[src/rtl/my_mod.sv]
// 9-bit pipelined shift/logic/arithmetic unit with compile-time shift distance X
// and Y register stages between input accept and out_valid.
module my_mod #(
  parameter int unsigned X = 1,
  parameter int unsigned Y = 2
) (
  input  logic       clk,
  input  logic       rst_n,
  input  logic       in_valid,
  input  logic [2:0] op,
  input  logic [8:0] foo,
  input  logic [8:0] bar,
  output logic       out_valid,
  output logic [8:0] result,
  output logic       parity,
  output logic       carry
);

  generate
    if (X > 8 || Y < 1 || Y > 4) begin : g_bad_param
      $error("my_mod: illegal parameters X=%0d Y=%0d", X, Y);
    end
  endgenerate

  typedef enum logic [2:0] {
    OP_PASS = 3'd0,
    OP_SHL  = 3'd1,
    OP_LSR  = 3'd2,
    OP_ASR  = 3'd3,
    OP_XOR  = 3'd4,
    OP_XNOR = 3'd5,
    OP_ADD  = 3'd6,
    OP_SUB  = 3'd7
  } op_e;

  logic [17:0]        shl_full;
  logic [17:0]        lsr_full;
  logic signed [17:0] asr_full;
  logic [9:0]         sum_w;
  logic [9:0]         diff_w;
  logic [8:0]         alu_res;
  logic               alu_carry;

  // Shifts run on a double-width word so the shifted-out bits land in the spare half.
  always_comb begin
    shl_full  = {9'b0, foo} << X;
    lsr_full  = {foo, 9'b0} >> X;
    asr_full  = $signed({foo, 9'b0}) >>> X;
    sum_w     = {1'b0, foo} + {1'b0, bar};
    diff_w    = {1'b0, foo} - {1'b0, bar};
    alu_res   = foo;
    alu_carry = 1'b0;
    case (op)
      OP_PASS: begin
        alu_res   = foo;
        alu_carry = 1'b0;
      end
      OP_SHL: begin
        alu_res   = shl_full[8:0];
        alu_carry = |shl_full[17:9];
      end
      OP_LSR: begin
        alu_res   = lsr_full[17:9];
        alu_carry = |lsr_full[8:0];
      end
      OP_ASR: begin
        alu_res   = asr_full[17:9];
        alu_carry = |asr_full[8:0];
      end
      OP_XOR: begin
        alu_res   = foo ^ bar;
        alu_carry = 1'b0;
      end
      OP_XNOR: begin
        alu_res   = ~(foo ^ bar);
        alu_carry = 1'b0;
      end
      OP_ADD: begin
        alu_res   = sum_w[8:0];
        alu_carry = sum_w[9];
      end
      OP_SUB: begin
        alu_res   = diff_w[8:0];
        alu_carry = diff_w[9];
      end
      default: begin
        alu_res   = foo;
        alu_carry = 1'b0;
      end
    endcase
  end

  logic [Y-1:0] valid_q, valid_d;
  logic [8:0]   res_q   [Y];
  logic [8:0]   res_d   [Y];
  logic         carry_q [Y];
  logic         carry_d [Y];

  // Stage data only moves with a valid token, so bubbles leave the last result held.
  always_comb begin
    valid_d    = valid_q;
    res_d      = res_q;
    carry_d    = carry_q;
    valid_d[0] = in_valid;
    if (in_valid) begin
      res_d[0]   = alu_res;
      carry_d[0] = alu_carry;
    end
    for (int i = 1; i < Y; i++) begin
      valid_d[i] = valid_q[i-1];
      if (valid_q[i-1]) begin
        res_d[i]   = res_q[i-1];
        carry_d[i] = carry_q[i-1];
      end
    end
  end

  always_ff @(posedge clk) begin
    if (!rst_n) begin
      valid_q <= '0;
      for (int i = 0; i < Y; i++) begin
        res_q[i]   <= '0;
        carry_q[i] <= 1'b0;
      end
    end else begin
      valid_q <= valid_d;
      res_q   <= res_d;
      carry_q <= carry_d;
    end
  end

  assign out_valid = valid_q[Y-1];
  assign result    = res_q[Y-1];
  assign carry     = carry_q[Y-1];
  assign parity    = ^res_q[Y-1];

endmodule

[config.mk]
export PLATFORM = sky130hd
export DESIGN_NAME = my_mod
export DESIGN_NICKNAME = d
export VERILOG_FILES = /design/src/rtl/my_mod.sv
export SDC_FILE = /design/constraint.sdc
export NUM_CORES = 1
export LEC_CHECK = 0
export BUFFER_PORTS_ARGS = -buffer_cell sky130_fd_sc_hd__buf_2
export CAP_MARGIN = 15
export CORE_AREA = 4 4 68 70
export DETAILED_ROUTE_END_ITERATION = 16
export DIE_AREA = 0 0 72 74
export PLACE_DENSITY = 0.77
export SYNTH_ARGS = -nofsm -noshare
export SYNTH_HDL_FRONTEND = slang
export SYNTH_SLANG_ARGS = --single-unit
export TNS_END_PERCENT = 1
[constraint.sdc]
create_clock -name clk -period 3.44 [get_ports clk]
set_clock_uncertainty 0.15 [all_clocks]
set_input_delay 0.688 -clock clk [delete_from_list [all_inputs] [get_ports clk]]
set_output_delay 0.688 -clock clk [all_outputs]
set_load 0.005 [all_outputs]
## Yosys cells after proc, flatten, opt, wreduce, memory -nomap -nowiden

Index checks and enable logic that the tools add are counted.

| operators by class | value |
|---|---|
| equal/unequal tests | 7 |
| bitwise operators | 2 |
| reductions and logical operators | 4 |
| muxes and demuxes | 2 |
| add/sub/neg operators | 2 |

Operators by type and width:

| operator | number |
|---|---|
| one-hot mux 9 bit (8 select lines) | 1 |
| equality test 3 bit (second input constant) | 4 |
| adder 9 x 9 -> 10 bit | 1 |
| subtractor 9 x 9 -> 10 bit | 1 |
| inverter 9 bit | 1 |
| parity 9 bit | 1 |
| bitwise XOR 9 bit | 1 |
| equality test 3 x 2 -> 1 bit (second input constant) | 2 |
| one-hot mux 1 bit (5 select lines) | 1 |
| equality test 3 x 1 -> 1 bit (second input constant) | 1 |
| logical NOT 3 bit | 1 |
| OR reduction 3 bit | 1 |
| OR reduction 2 bit | 1 |

| word-level totals | value |
|---|---|
| register bits | 22 |
| output and inout bits | 12 |
| logic and storage cells | 22 |

## Logic depth before layout (Yosys ltp)

Gate-level depths: netlist (run 1).

| logic depth | value |
|---|---|
| depth in word-level cells | 3 |
| depth in mapped cells | 10 |
| gate-level depth less buffers | 10 |

## Least setup slack after synthesis (run 1)

OpenSTA, ideal clock, no wires.

| timing | value |
|---|---|
| kind | input port to flip-flop |
| start point | input foo[0] |
| end point | register res_q[17] (netlist bit) |
| arrival | 2467 ps |
| buffers on the path | 0 |
| library setup time | 117 ps |
| setup slack | 706 ps |
| stages on the path | 10 |
| path through | inv_1 -> ha_1 -> inv_1 -> fa_1 -> a211oi_2 -> o21bai_1 -> or3_1 -> a221o_1 -> a21o_1 -> o2bb2ai_1 |

| between the ends | value |
|---|---|
| word-level cells in the longest chain between the ends | 2 |

RTL lines:

| what | RTL line | RTL |
|---|---|---|
| start, declared | 11 | `input logic [8:0] foo,` |
| subtractor 9 x 9 -> 10 bit or adder 9 x 9 -> 10 bit (tied branches) | 50, 49 |  |
| one-hot mux 9 bit (8 select lines) (*) | 53 | `case (op)` |
| end signal, assigned | 127 | `res_q <= res_d;` |
| end, declared | 94 | `logic [8:0] res_q [Y];` |

Every way passes the cells marked *; elsewhere a longest branch is shown, timed or not.
A chain may end at the register's enable or synchronous reset.

## Worst setup path after layout (run 1)

Same ends and word-level chain as after synthesis.

==> results of run 1 <==
-- worst min-delay path, delay by kind of cell (launching register included) --
kind,cells,cell delay (ns)
flops,1,0.32
compound gates,1,0.05
simple gates,1,0.05
-- state kept, by name, indices dropped and copies added, names as in the netlist --
signal	count
carry_q	1
valid_q	2
res_q	9
result	9
carry	1
-- how the worst min path moves through the flow --
stage / endpoint / slack, ns / depth (start not counted)
after floorplan: res_q[12]$_SDFFE_PN0P_ / 0.27 / 2
after global placement: res_q[16]$_SDFFE_PN0P_ / 0.30 / 2
after CTS: res_q[16]$_SDFFE_PN0P_ / 0.32 / 2
after detailed placement: res_q[16]$_SDFFE_PN0P_ / 0.31 / 2
final: res_q[16]$_SDFFE_PN0P_ / 0.32 / 2
after global routing: res_q[16]$_SDFFE_PN0P_ / 0.34 / 2
-- layout make-up --
type / instances / share of cell area, %
Clock buffer: 4 / 2.41
Inverter: 19 / 3.23
Multi-Input combinational cell: 216 / 64.7
Timing Repair Buffer: 35 / 7.67
Tap cell: 50 / 2.74
Sequential cell: 22 / 19.3
-- where the power goes --
group          internal (W)  total [W]  leakage, nW  switching, W
registers          0.000270   0.000282        0.180     0.0000122
logic              0.000106   0.000247        0.820      0.000142
clock network      0.000102   0.000181       0.0288     0.0000794
total              0.000477   0.000711         1.03      0.000233
-- metrics by stage --
stage               std cells  cell area (sq um)  total power [W]  hold WS, ns  worst slack [ns]
floorplan                 280               2130         0.000470        0.275             0.706
global placement          342               2230         0.000527        0.299             0.502
detailed placement        342               2230         0.000532        0.307             0.466
CTS                       346               2280         0.000715        0.317             0.743
global route              346               2280         0.000758        0.337             0.641
finish                    346               2280         0.000711        0.322             0.727
-- routing by layer --
| layer | vias up | part of all wire (%) | global-route usage [%] |
|---|---|---|---|
| li1 | 1020 | - | - |
| met1 | 912 | 43 | 25.7 |
| met2 | 79 | 48 | 34.3 |
| met3 | 4 | 8.4 | 2.30 |
| met4 | 0 | 0.76 | 5.43 |
| met5 | - | 0 | 0 |
-- cell usage after synthesis (2+ instances only) --
cell	count
buf_1	2
nor4_1	3
a21oi_1	27
nor3_1	5
a221oi_1	3
nor2_1	34
a21o_1	2
mux2i_1	15
xnor2_1	12
o21bai_1	3
buf_2	5
inv_1	17
a211o_1	2
and3_1	2
o21ai_0	17
clkbuf_1	4
nand2_1	17
o221ai_1	2
a31oi_1	4
or3_1	3
dfxtp_1	22
xor2_1	2
fa_1	2
nand2b_1	4
nor2b_1	5
ha_1	18
o2111ai_1	2
o211ai_1	2
o22ai_1	3
and2b_1	2
nand3_1	3
buf_4	11
-- cell families (layout without fill, tap and decap cells) --
kind of cell | count (synthesis) | count (layout) | synth area share (%)
AOI/OAI and AO/OA | 83 | 83 | 25.3
xor gates and xnor gates | 14 | 14 | 5.75
adders and majority gates | 20 | 20 | 12.4
buffers and inverters | 42 | 58 | 10.1
DFF | 22 | 22 | 20.6
muxes | 15 | 15 | 7.04
and+or+nand+nor | 84 | 84 | 18.7
==> results.env, run 1 <==
STATUS='finished clean'
IO_PINS=36
VIOLATION_COUNT_AFTER_THE_FIRST_DETAILED_ROUTE_ITERATION=127
SYNTH.AREA.TOP_CELLS='dfxtp_1 (21%), ha_1 (11%), mux2i_1 (7.0%)'
DRT-TOTAL-WL_MM=5.01
CTS-HTREE-LEVELS=1
POWER_DENSITY_mW_PER_MM2=311
ROUTE.VIAS.TOTAL=2015
CRIT_FAMILY='compound AO/OA/AOI/OAI gates'
CRITICAL_PATH_CELL_COUNT=11
SETUP-TNS-FINAL_NS=0
ENDPOINT='res_q[17]$_SDFFE_PN0P_'
FF2FF_SETUP_SLACK_NS=1.90
MAXCLOCKFREQUENCY_MHz=369
MIN_PATH_TYPE='flip-flop to flip-flop'
POST-SYNTH-TOP-AREA-FRACTION_PCT=20.6
DIE_Y_UM=74
REPORT.FINAL.SETUP_VIOL=0
DETAILED_PLACE_HPWL_MM=3.96
GRT_PASS1_VIAS=1864
TIMING.FINAL.CRIT_SHARE_PCT=78.9
POSTCTSSETUPBUFFERS=0
MAX-CLOCK-PATH-BUFFERS=2
ENDPOINT_KIND='flip-flop'
LEAKAGEPOWER_nW=1.03
ROUTABILITYCONGESTION=0.932
TIMING.FINAL.MAX_SLEW_VIOLATIONS=0
PORT_BUFFERS=35
SEQUENTIAL_CELL_AREA_SQ_UM=440
R2R-START='res_q[17]$_SDFFE_PN0P_'
SYNTH.CELL_AREA_SQ_MM=0.00213
CRITICAL_PATH_CLASS='primary input to flip-flop'
TIMING_WORST_SLEW_PIN_VALUE_NS=0.583
SYNTHDOMINANTAREACELLTYPE='dfxtp_1'
WORST_R2R_PATH_DEPTH=5
DRTPASS1ITERATIONS=4
DETAIL-ROUTE-ANTENNA-NETS=0
LEADING_CELL_TYPES_IN_THE_LAYOUT_FILL_AND_TAPS_EXCLUDED='buf_2 (35), nor2_1 (34), a21oi_1 (27)'
GRT_ANTENNA_BEFORE_REPAIR=0
YS_WARN_COUNT=0
SYN_TO_LAYOUT_AREA_DELTA_PCT=7.10
CTS_RESIZED=0
LAYOUT_CELL_SHARE_WITH_DRIVE_STRENGTH_BEYOND_1_PCT=15.5
CP_DATA_REQUIRED_TIME_NS=3.44
MAXCAPVIOLCOUNT=0
VIAS_PER_CELL=5.82
GRT.TOTAL_USAGE_PCT=19.6
CP_CELL_SEQUENCE='buf_2, inv_1, ha_1, inv_1, fa_1, a211oi_2, o21bai_1, or3_1, a221o_1, a21o_1, o2bb2ai_1'
ANTENNA-DIODE-COUNT=0
CTS_ROOT_BUF='clkbuf_8'
SYNTH_SEQ_CELLS=22
PIN_COUNT_OF_THE_BIGGEST_NET_ENTERING_GLOBAL_ROUTING=28
RR_ENDPOINT='res_q[17]$_SDFFE_PN0P_'
DATA_ARRIVAL_TIME_OF_THE_WORST_PATH_NS=2.72
FINISH.UTILIZATION_PCT=57.5
DRT-WIRELENGTH-PER-CELL_UM=14.5
SYNTH_CELL_TYPE_COUNT=57
MAX_STAGE_DELAY_NS=0.41
RSZ0062_AT_GRT='no'
CLKLATENCYLATEPIN_NS=0.26
LAYOUT.FILLER_CELLS=395
NETLIST_INSTANCES=280
TIMING.CRITICAL_PATH.FROM_TYPE='primary input'
FINALNETCOUNT=341
WORSTPATHMAXFANOUT=5
SEQ_AREA_FRAC_SYNTH_PCT=20.6
CRITPATHBUFINV=3
FLOORPLAN.INITIALDENSITY_PCT=53.7
TIMING_HOLD_VIOLATIONS_FINAL=0
DIE_AREA_SQ_MM=0.00533
HOLD_START='res_q[16]$_SDFFE_PN0P_'
PLACEMENT_ROWS=23
CTS_TREE='done'
FINAL.MIN_CLOCK_PERIOD_NS=2.71
LAYOUT_COMMONEST_CELL='buf_2'
SYNTH_AREA_PER_CELL_SQ_UM=7.62
CP_COMMON_CELL='inv_1'
GRT_OVERFLOW=0
CTS_NUM_SINKS=22
SLOWEST_STAGE_CELL_CP='fa_1'
WORST_SETUP_PATH_STARTPOINT='foo[0]'
SYNTHARSTFLOPSHARE_PCT=0
DRCVIOLATIONCOUNT=0
CTS-HOLD-FIX-BUFFERS=0
WORST_PATH_CLK_SLEW_NS=0.08
FLOORPLAN.CORE_AREA_SQ_MM=0.00397
CTS_BUFFERS=3
VDD_IR_DROP_MAX_mV=0.123
SYNTHFLOPTYPE='dfxtp_1'
FLOORPLAN.DIE.WIDTH_UM=72
MULTI_INPUT_GATE_AREA_SQ_MM=0.00148
GRT_FIRST_PASS_WIRELENGTH_MM=8.40
SYNTH_EDF_COUNT=0
SYN_NETS=324
WORST_SLEW_MARGIN_REL_PCT=61.1
(Power assumes the default switching activity.)
==> inputs of run 2 (changes only) <==
==> constraint.sdc (replaced) <==
create_clock -name clk -period 2.6 [get_ports clk]
set_clock_uncertainty 0.15 [all_clocks]
set_input_delay 0.52 -clock clk [delete_from_list [all_inputs] [get_ports clk]]
set_output_delay 0.52 -clock clk [all_outputs]
set_load 0.005 [all_outputs]
==> run 2 against run 1 <==
Clock power up 30%. Register-to-register slack worse by 0.84 ns. Cell count up 5.2%. Core utilization up 3.5 points. Combinational power up 45%. Flip-flop and latch count unchanged. First-iteration DRC count up 16%. Total power up 36%. Count of clock-buffer cells in the layout unchanged. Sequential power up 32%. Sequential share of layout area down 1.1 points.
==> results.env, run 2 (synthesis gave the netlist of run 1 again) <==
STATUS='finished clean'
CRITICAL_PATH_CLASS='primary input to flip-flop'
MAX_STAGE_DELAY_NS=0.36  # -0.05 ns
VIOLATION_COUNT_AFTER_THE_FIRST_DETAILED_ROUTE_ITERATION=147  # +16%
DETAIL-ROUTE-ANTENNA-NETS=0  # unchanged
TIMING_WORST_SLEW_PIN_VALUE_NS=0.582  # -0.000838 ns
ANTENNA-DIODE-COUNT=0  # unchanged
PIN_COUNT_OF_THE_BIGGEST_NET_ENTERING_GLOBAL_ROUTING=18  # -36%
SYN_TO_LAYOUT_AREA_DELTA_PCT=13.5
SEQUENTIAL_CELL_AREA_SQ_UM=440  # unchanged
DRCVIOLATIONCOUNT=0  # unchanged
MET2_WIRE_LEN_MM=2.51  # +4.1%
CTS_ROOT_BUF='clkbuf_8'
GRT_PASS1_VIAS=1865  # +0.054%
CRITICAL_PATH_CELL_COUNT=11  # unchanged
CLKLATENCYLATEPIN_NS=0.26  # about the same
GRT_OVERFLOW=0  # unchanged
SLOWEST_STAGE_CELL_CP='fa_2'
MAX-CLOCK-PATH-BUFFERS=2  # unchanged
CP_COMMON_CELL='inv_1'
MULTI_INPUT_GATE_AREA_SQ_MM=0.00148  # +0.17%
LAYOUT_CELL_SHARE_WITH_DRIVE_STRENGTH_BEYOND_1_PCT=20.7  # +5.2 points
CP_DATA_REQUIRED_TIME_NS=2.61  # -0.83 ns
WORSTPATHMAXFANOUT=3  # -2
POWER_DENSITY_mW_PER_MM2=400  # +29%
CTS_BUFFERS=3  # unchanged
FINAL.MIN_CLOCK_PERIOD_NS=2.45
DETAILED_PLACE_HPWL_MM=4.26  # +7.3%
R2R-START='res_q[17]$_SDFFE_PN0P_'
DRT-TOTAL-WL_MM=5.33  # +6.4%
DIE_AREA_SQ_MM=0.00533  # unchanged
GRT.TOTAL_USAGE_PCT=20.3  # +0.66 points
DRTPASS1ITERATIONS=4  # unchanged
LAYOUT.FILLER_CELLS=392  # -0.76%
IO_PINS=36  # unchanged
TIMING.CRITICAL_PATH.FROM_TYPE='primary input'
PORT_BUFFERS=35  # unchanged
WORST_PATH_CLK_SLEW_NS=0.08  # about the same
PLACEMENT_ROWS=23  # unchanged
WORST_R2R_PATH_DEPTH=5  # unchanged
CRIT_FAMILY='compound AO/OA/AOI/OAI gates'
ROUTE.VIAS.TOTAL=2090  # +3.7%
CTS_TREE='done'
FLOORPLAN.CORE_AREA_SQ_MM=0.00397  # unchanged
FLOORPLAN.DIE.WIDTH_UM=72  # unchanged
SETUP-TNS-FINAL_NS=0  # unchanged
CP_CELL_SEQUENCE='buf_2, inv_1, ha_1, inv_1, fa_2, a211oi_2, o21bai_1, or3_1, a221o_1, a21o_1, o2bb2ai_1'
LEAKAGEPOWER_nW=1.11  # +8.4%
HIGHEST_LAYER='met4'
RSZ0062_AT_GRT='no'
TIMING.FINAL.CRIT_SHARE_PCT=94.1
MAXCLOCKFREQUENCY_MHz=409
LAYOUT_COMMONEST_CELL='buf_2'
MIN_PATH_TYPE='flip-flop to flip-flop'
CTS-HTREE-LEVELS=1  # unchanged
GRT_ANTENNA_BEFORE_REPAIR=0  # unchanged
DETAIL_ROUTE.WIRELENGTH.MET1_MM=2.40  # +12%
REPORT.FINAL.SETUP_VIOL=0  # unchanged
CTS_NUM_SINKS=22  # unchanged
ENDPOINT_KIND='flip-flop'
GRT_FIRST_PASS_WIRELENGTH_MM=8.79  # +4.6%
TIMING.FINAL.MAX_SLEW_VIOLATIONS=0  # unchanged
DETAILROUTE.WIRELENGTH.MET3_UM=366  # -13%
DIE_Y_UM=74  # unchanged
DATA_ARRIVAL_TIME_OF_THE_WORST_PATH_NS=2.45  # -0.27 ns
HOLD_WS_NS=0.314  # -0.00783 ns
FLOORPLAN.INITIALDENSITY_PCT=53.7  # unchanged
HOLD_START='res_q[16]$_SDFFE_PN0P_'
FINALNETCOUNT=359  # +5.3%
VIAS_PER_CELL=5.74  # -1.4%
WORST_SLEW_MARGIN_REL_PCT=61.1  # about the same
CTS-HOLD-FIX-BUFFERS=0  # unchanged
DRT-WIRELENGTH-PER-CELL_UM=14.6  # +1.1%
FF2FF_SETUP_SLACK_NS=1.06  # -0.84 ns
CRITPATHBUFINV=3  # unchanged
ROUTABILITYCONGESTION=0.903  # -3.1%
VDD_IR_DROP_MAX_mV=0.194  # +58%
TIMING_HOLD_VIOLATIONS_FINAL=0  # unchanged
ENDPOINT='res_q[17]$_SDFFE_PN0P_'
WORST_SETUP_PATH_STARTPOINT='foo[0]'
MAXCAPVIOLCOUNT=0  # unchanged
RR_ENDPOINT='res_q[17]$_SDFFE_PN0P_'
LEADING_CELL_TYPES_IN_THE_LAYOUT_FILL_AND_TAPS_EXCLUDED='buf_2 (35), nor2_1 (34), a21oi_1 (27)'
FINISH.UTILIZATION_PCT=61.0  # +3.5 points
[run 2: changes by cell type in the layout (fill, tap and decap cells not counted)]
cell / before / now
buf_4: 0 / 18
fa_1: 2 / 1
fa_2: 0 / 1
[run 2: per-stage QoR]
stage	setup WS, ns	total power (W)	area (sq um)	std cells
2_1_floorplan	0.0342	0.000622	2130	280
3_3_place_gp	-0.136	0.000726	2360	360
3_5_place_dp	-0.169	0.000733	2360	360
4_1_cts	0.0975	0.000967	2420	364
5_1_grt	0.0492	0.00103	2420	364
6_report	0.153	0.000968	2420	364
[run 2: worst min-delay path by stage]
stage	endpoint	slack, ns	depth (start not counted)
final	res_q[16]$_SDFFE_PN0P_	0.31	2
after global routing	res_q[16]$_SDFFE_PN0P_	0.36	2
after CTS	res_q[16]$_SDFFE_PN0P_	0.31	2
after detailed placement	res_q[12]$_SDFFE_PN0P_	0.30	2
after global placement	res_q[12]$_SDFFE_PN0P_	0.29	2
after floorplan	res_q[12]$_SDFFE_PN0P_	0.27	2
[run 2: final cells by class]
type                            count  area share [%]
Clock buffer                        4            2.27
Timing Repair Buffer               53            12.8
Tap cell                           50            2.58
Inverter                           19            3.05
Sequential cell                    22            18.2
Multi-Input combinational cell    216            61.1
[run 2: worst min-delay path, stage by stage (launching register included)]
cell and delay [ns]:
dfxtp_1 0.32, nand2_1 0.05, o21ai_1 0.05
[run 2: timing repair]
item | in CTS | in global routing
resized for setup | 0 | 1
setup buffers | 0 | 0
endpoints found under the setup margin | 0 | 1
hold endpoints to repair | 0 | 0
[run 2: per-layer routing]
layer,vias up,track usage [%]
met2,75,34.1
li1,1057,-
met1,952,28.4
met3,6,1.76
met5,-,0
met4,0,4.59
[run 2: power by group]
group          leakage (nW)  internal [W]  switching (W)
sequential            0.180      0.000357      0.0000162
clock                0.0288      0.000135       0.000101
combinational         0.906      0.000164       0.000195
total                  1.11      0.000655       0.000313
==> inputs of run 3 (changes only) <==
--- a/config.mk
+++ b/config.mk
@@ -8,6 +8,7 @@
 export BUFFER_PORTS_ARGS = -buffer_cell sky130_fd_sc_hd__buf_2
 export CAP_MARGIN = 15
 export CORE_AREA = 4 4 68 70
+export CTS_BUF_LIST = sky130_fd_sc_hd__clkbuf_16
 export DETAILED_ROUTE_END_ITERATION = 16
 export DIE_AREA = 0 0 72 74
 export PLACE_DENSITY = 0.77
==> run 3 against run 2 <==
Critical path depth stayed put. Core utilization is 0.60 points higher. Sequential power hardly changed. Die area stayed put. Worst hold slack worse by 0.0054 ns. Sequential share of layout area is 0.18 points lower. Flip-flop and latch count stayed put. Via count is 0.33% lower. Clock power is 33% higher.
==> results.env, run 3 (synthesis gave the netlist of run 1 again) <==
STATUS='finished clean'
DIE_Y_UM=74  # unchanged
MAX-CLOCK-PATH-BUFFERS=2  # unchanged
MET3_USAGE_PCT=1.76  # unchanged
TOTAL_POWER_W=0.00105  # +8.0%
LAYOUT_COMMONEST_CELL='buf_2'
SETUP-TNS-FINAL_NS=0  # unchanged
IO_PINS=36  # unchanged
HOLD-PATH-ENDPOINT='res_q[12]$_SDFFE_PN0P_'
DRT-TOTAL-WL_MM=5.34  # +0.17%
WORSTPATHMAXFANOUT=3  # unchanged
DATA_ARRIVAL_TIME_OF_THE_WORST_PATH_NS=2.45  # about the same
TIMING_HOLD_VIOLATIONS_FINAL=0  # unchanged
DRT-WIRELENGTH-PER-CELL_UM=14.7  # +0.17%
TIMING_WORST_SLEW_PIN_VALUE_NS=0.585  # +0.00308 ns
GRT_FIRST_PASS_WIRELENGTH_MM=8.90  # +1.3%
FINALNETCOUNT=359  # unchanged
REPORT.FINAL.SETUP_VIOL=0  # unchanged
WORST_SETUP_PATH_STARTPOINT='foo[0]'
PIN_COUNT_OF_THE_BIGGEST_NET_ENTERING_GLOBAL_ROUTING=18  # unchanged
RSZ0062_AT_GRT='no'
CTS_TREE='done'
POWER_DENSITY_mW_PER_MM2=428  # +7.0%
DIE_AREA_SQ_MM=0.00533  # unchanged
HOLD_START='res_q[12]$_SDFFE_PN0P_'
GRT_OVERFLOW=0  # unchanged
DRTPASS1ITERATIONS=4  # unchanged
CP_CELL_SEQUENCE='buf_2, inv_1, ha_1, inv_1, fa_2, a211oi_2, o21bai_1, or3_1, a221o_1, a21o_1, o2bb2ai_1'
LAYOUT_CELL_SHARE_WITH_DRIVE_STRENGTH_BEYOND_1_PCT=20.4  # -0.32 points
GRT_PASS1_VIAS=1870  # +0.27%
FLOORPLAN.INITIALDENSITY_PCT=53.7  # unchanged
VDD_IR_DROP_MAX_mV=0.225  # +16%
DETAILED_PLACE_HPWL_MM=4.26  # unchanged
CTS_BUFFERS=3  # unchanged
CP_COMMON_CELL='inv_1'
DRCVIOLATIONCOUNT=0  # unchanged
GR-USAGE-MET1_PCT=28.8  # +0.35 points
MAXCLOCKFREQUENCY_MHz=407  # -0.49%
MAX_STAGE_DELAY_NS=0.36  # about the same
MIN_DELAY_PATH_DEPTH=2  # unchanged
ROUTE.VIAS.TOTAL=2083  # -0.33%
FINAL.MIN_CLOCK_PERIOD_NS=2.46  # +0.0121 ns
GLOBALROUTEMET2UTIL_PCT=34.8  # +0.71 points
CTS_ROOT_BUF='clkbuf_16'
FLOORPLAN.CORE_AREA_SQ_MM=0.00397  # unchanged
WORST_PATH_CLK_SLEW_NS=0.06  # -0.02 ns
PLACEMENT_ROWS=23  # unchanged
LEADING_CELL_TYPES_IN_THE_LAYOUT_FILL_AND_TAPS_EXCLUDED='buf_2 (35), nor2_1 (34), a21oi_1 (27)'
R2R-START='res_q[17]$_SDFFE_PN0P_'
FF2FF_SETUP_SLACK_NS=1.06  # about the same
GRT_ANTENNA_BEFORE_REPAIR=0  # unchanged
TOP_USAGE_LAYER='met2'
WORST_SLEW_MARGIN_REL_PCT=60.9  # -0.21 points
WORST_R2R_PATH_DEPTH=5  # unchanged
CTS-HTREE-LEVELS=1  # unchanged
CTS_NUM_SINKS=22  # unchanged
TIMING.FINAL.MAX_SLEW_VIOLATIONS=0  # unchanged
LEAKAGEPOWER_nW=1.12  # +0.88%
ROUTABILITYCONGESTION=0.903  # unchanged
VIAS_PER_CELL=5.72  # -0.33%
TIMING.FINAL.CRIT_SHARE_PCT=94.6  # +0.46 points
DETAIL-ROUTE-ANTENNA-NETS=0  # unchanged
TIMING.CRITICAL_PATH.FROM_TYPE='primary input'
CTS-HOLD-FIX-BUFFERS=0  # unchanged
SYN_TO_LAYOUT_AREA_DELTA_PCT=14.7
FLOORPLAN.DIE.WIDTH_UM=72  # unchanged
CLKLATENCYLATEPIN_NS=0.25  # about the same
GRT.TOTAL_USAGE_PCT=20.6  # +0.32 points
ANTENNA-DIODE-COUNT=0  # unchanged
ENDPOINT_KIND='flip-flop'
RR_ENDPOINT='res_q[17]$_SDFFE_PN0P_'
CRITICAL_PATH_CLASS='primary input to flip-flop'
CP_DATA_REQUIRED_TIME_NS=2.59  # -0.02 ns
MIN_PATH_TYPE='flip-flop to flip-flop'
PORT_BUFFERS=35  # unchanged
VIOLATION_COUNT_AFTER_THE_FIRST_DETAILED_ROUTE_ITERATION=167  # +14%
SLOWEST_STAGE_CELL_CP='fa_2'
MAXCAPVIOLCOUNT=0  # unchanged
[run 3: cell type report]
type,instances,area [sq um]
clock inverters,1,3.75
inverters,19,73.8
multi-input cells,216,1480
flip-flops and latches,22,440
well taps,50,62.6
fillers,391,1530
clock buffers,3,75.1
repair buffers,53,310
[run 3: worst max-delay path by stage]
| stage | depth (start not counted) | to | slack [ns] |
|---|---|---|---|
| floorplan | 10 | res_q[17]$_SDFFE_PN0P_ | 0.03 |
| global placement | 11 | res_q[17]$_SDFFE_PN0P_ | -0.14 |
| detailed placement | 11 | res_q[17]$_SDFFE_PN0P_ | -0.17 |
| CTS | 11 | res_q[17]$_SDFFE_PN0P_ | 0.08 |
| global route | 11 | res_q[17]$_SDFFE_PN0P_ | 0.03 |
| finish | 11 | res_q[17]$_SDFFE_PN0P_ | 0.14 |
[run 3: through the flow]
| step | area, sq um | cells | setup slack [ns] | hold slack [ns] | utilization [%] |
|---|---|---|---|---|---|
| after detailed placement | 2360 | 360 | -0.169 | 0.303 | 59.5 |
| after global placement | 2360 | 360 | -0.136 | 0.294 | 59.5 |
| after floorplan | 2130 | 280 | 0.0342 | 0.275 | - |
| after CTS | 2440 | 364 | 0.0832 | 0.311 | 61.5 |
| final | 2450 | 364 | 0.141 | 0.309 | 61.6 |
| after global routing | 2450 | 364 | 0.0328 | 0.361 | 61.6 |
[run 3: worst max-delay path, delay by kind of cell]
kind	cells	cell delay (ns)
AO/OA/AOI/OAI	5	0.89
adder cells (fa/ha/maj)	2	0.52
AND/OR/NAND/NOR	1	0.31
buffers and inverters	3	0.22
[run 3: power by group]
part	total [W]	internal, W	switching (W)
Clock	0.000313	0.000204	0.000108
Combinational	0.000359	0.000164	0.000196
Sequential	0.000374	0.000357	0.0000163
[run 3: timing repair]
item,4_1_cts,5_1_grt
hold endpoints to repair,0,0
buffers inserted,0,0
gates resized for setup,0,1
setup endpoints to repair,0,1
[run 3: per-layer routing]
| metal | wire length [um] | up-vias |
|---|---|---|
| li1 | - | 1057 |
| met1 | 2380 | 942 |
| met2 | 2530 | 78 |
| met3 | 366 | 6 |
| met4 | 53 | 0 |
| met5 | 0 | - |
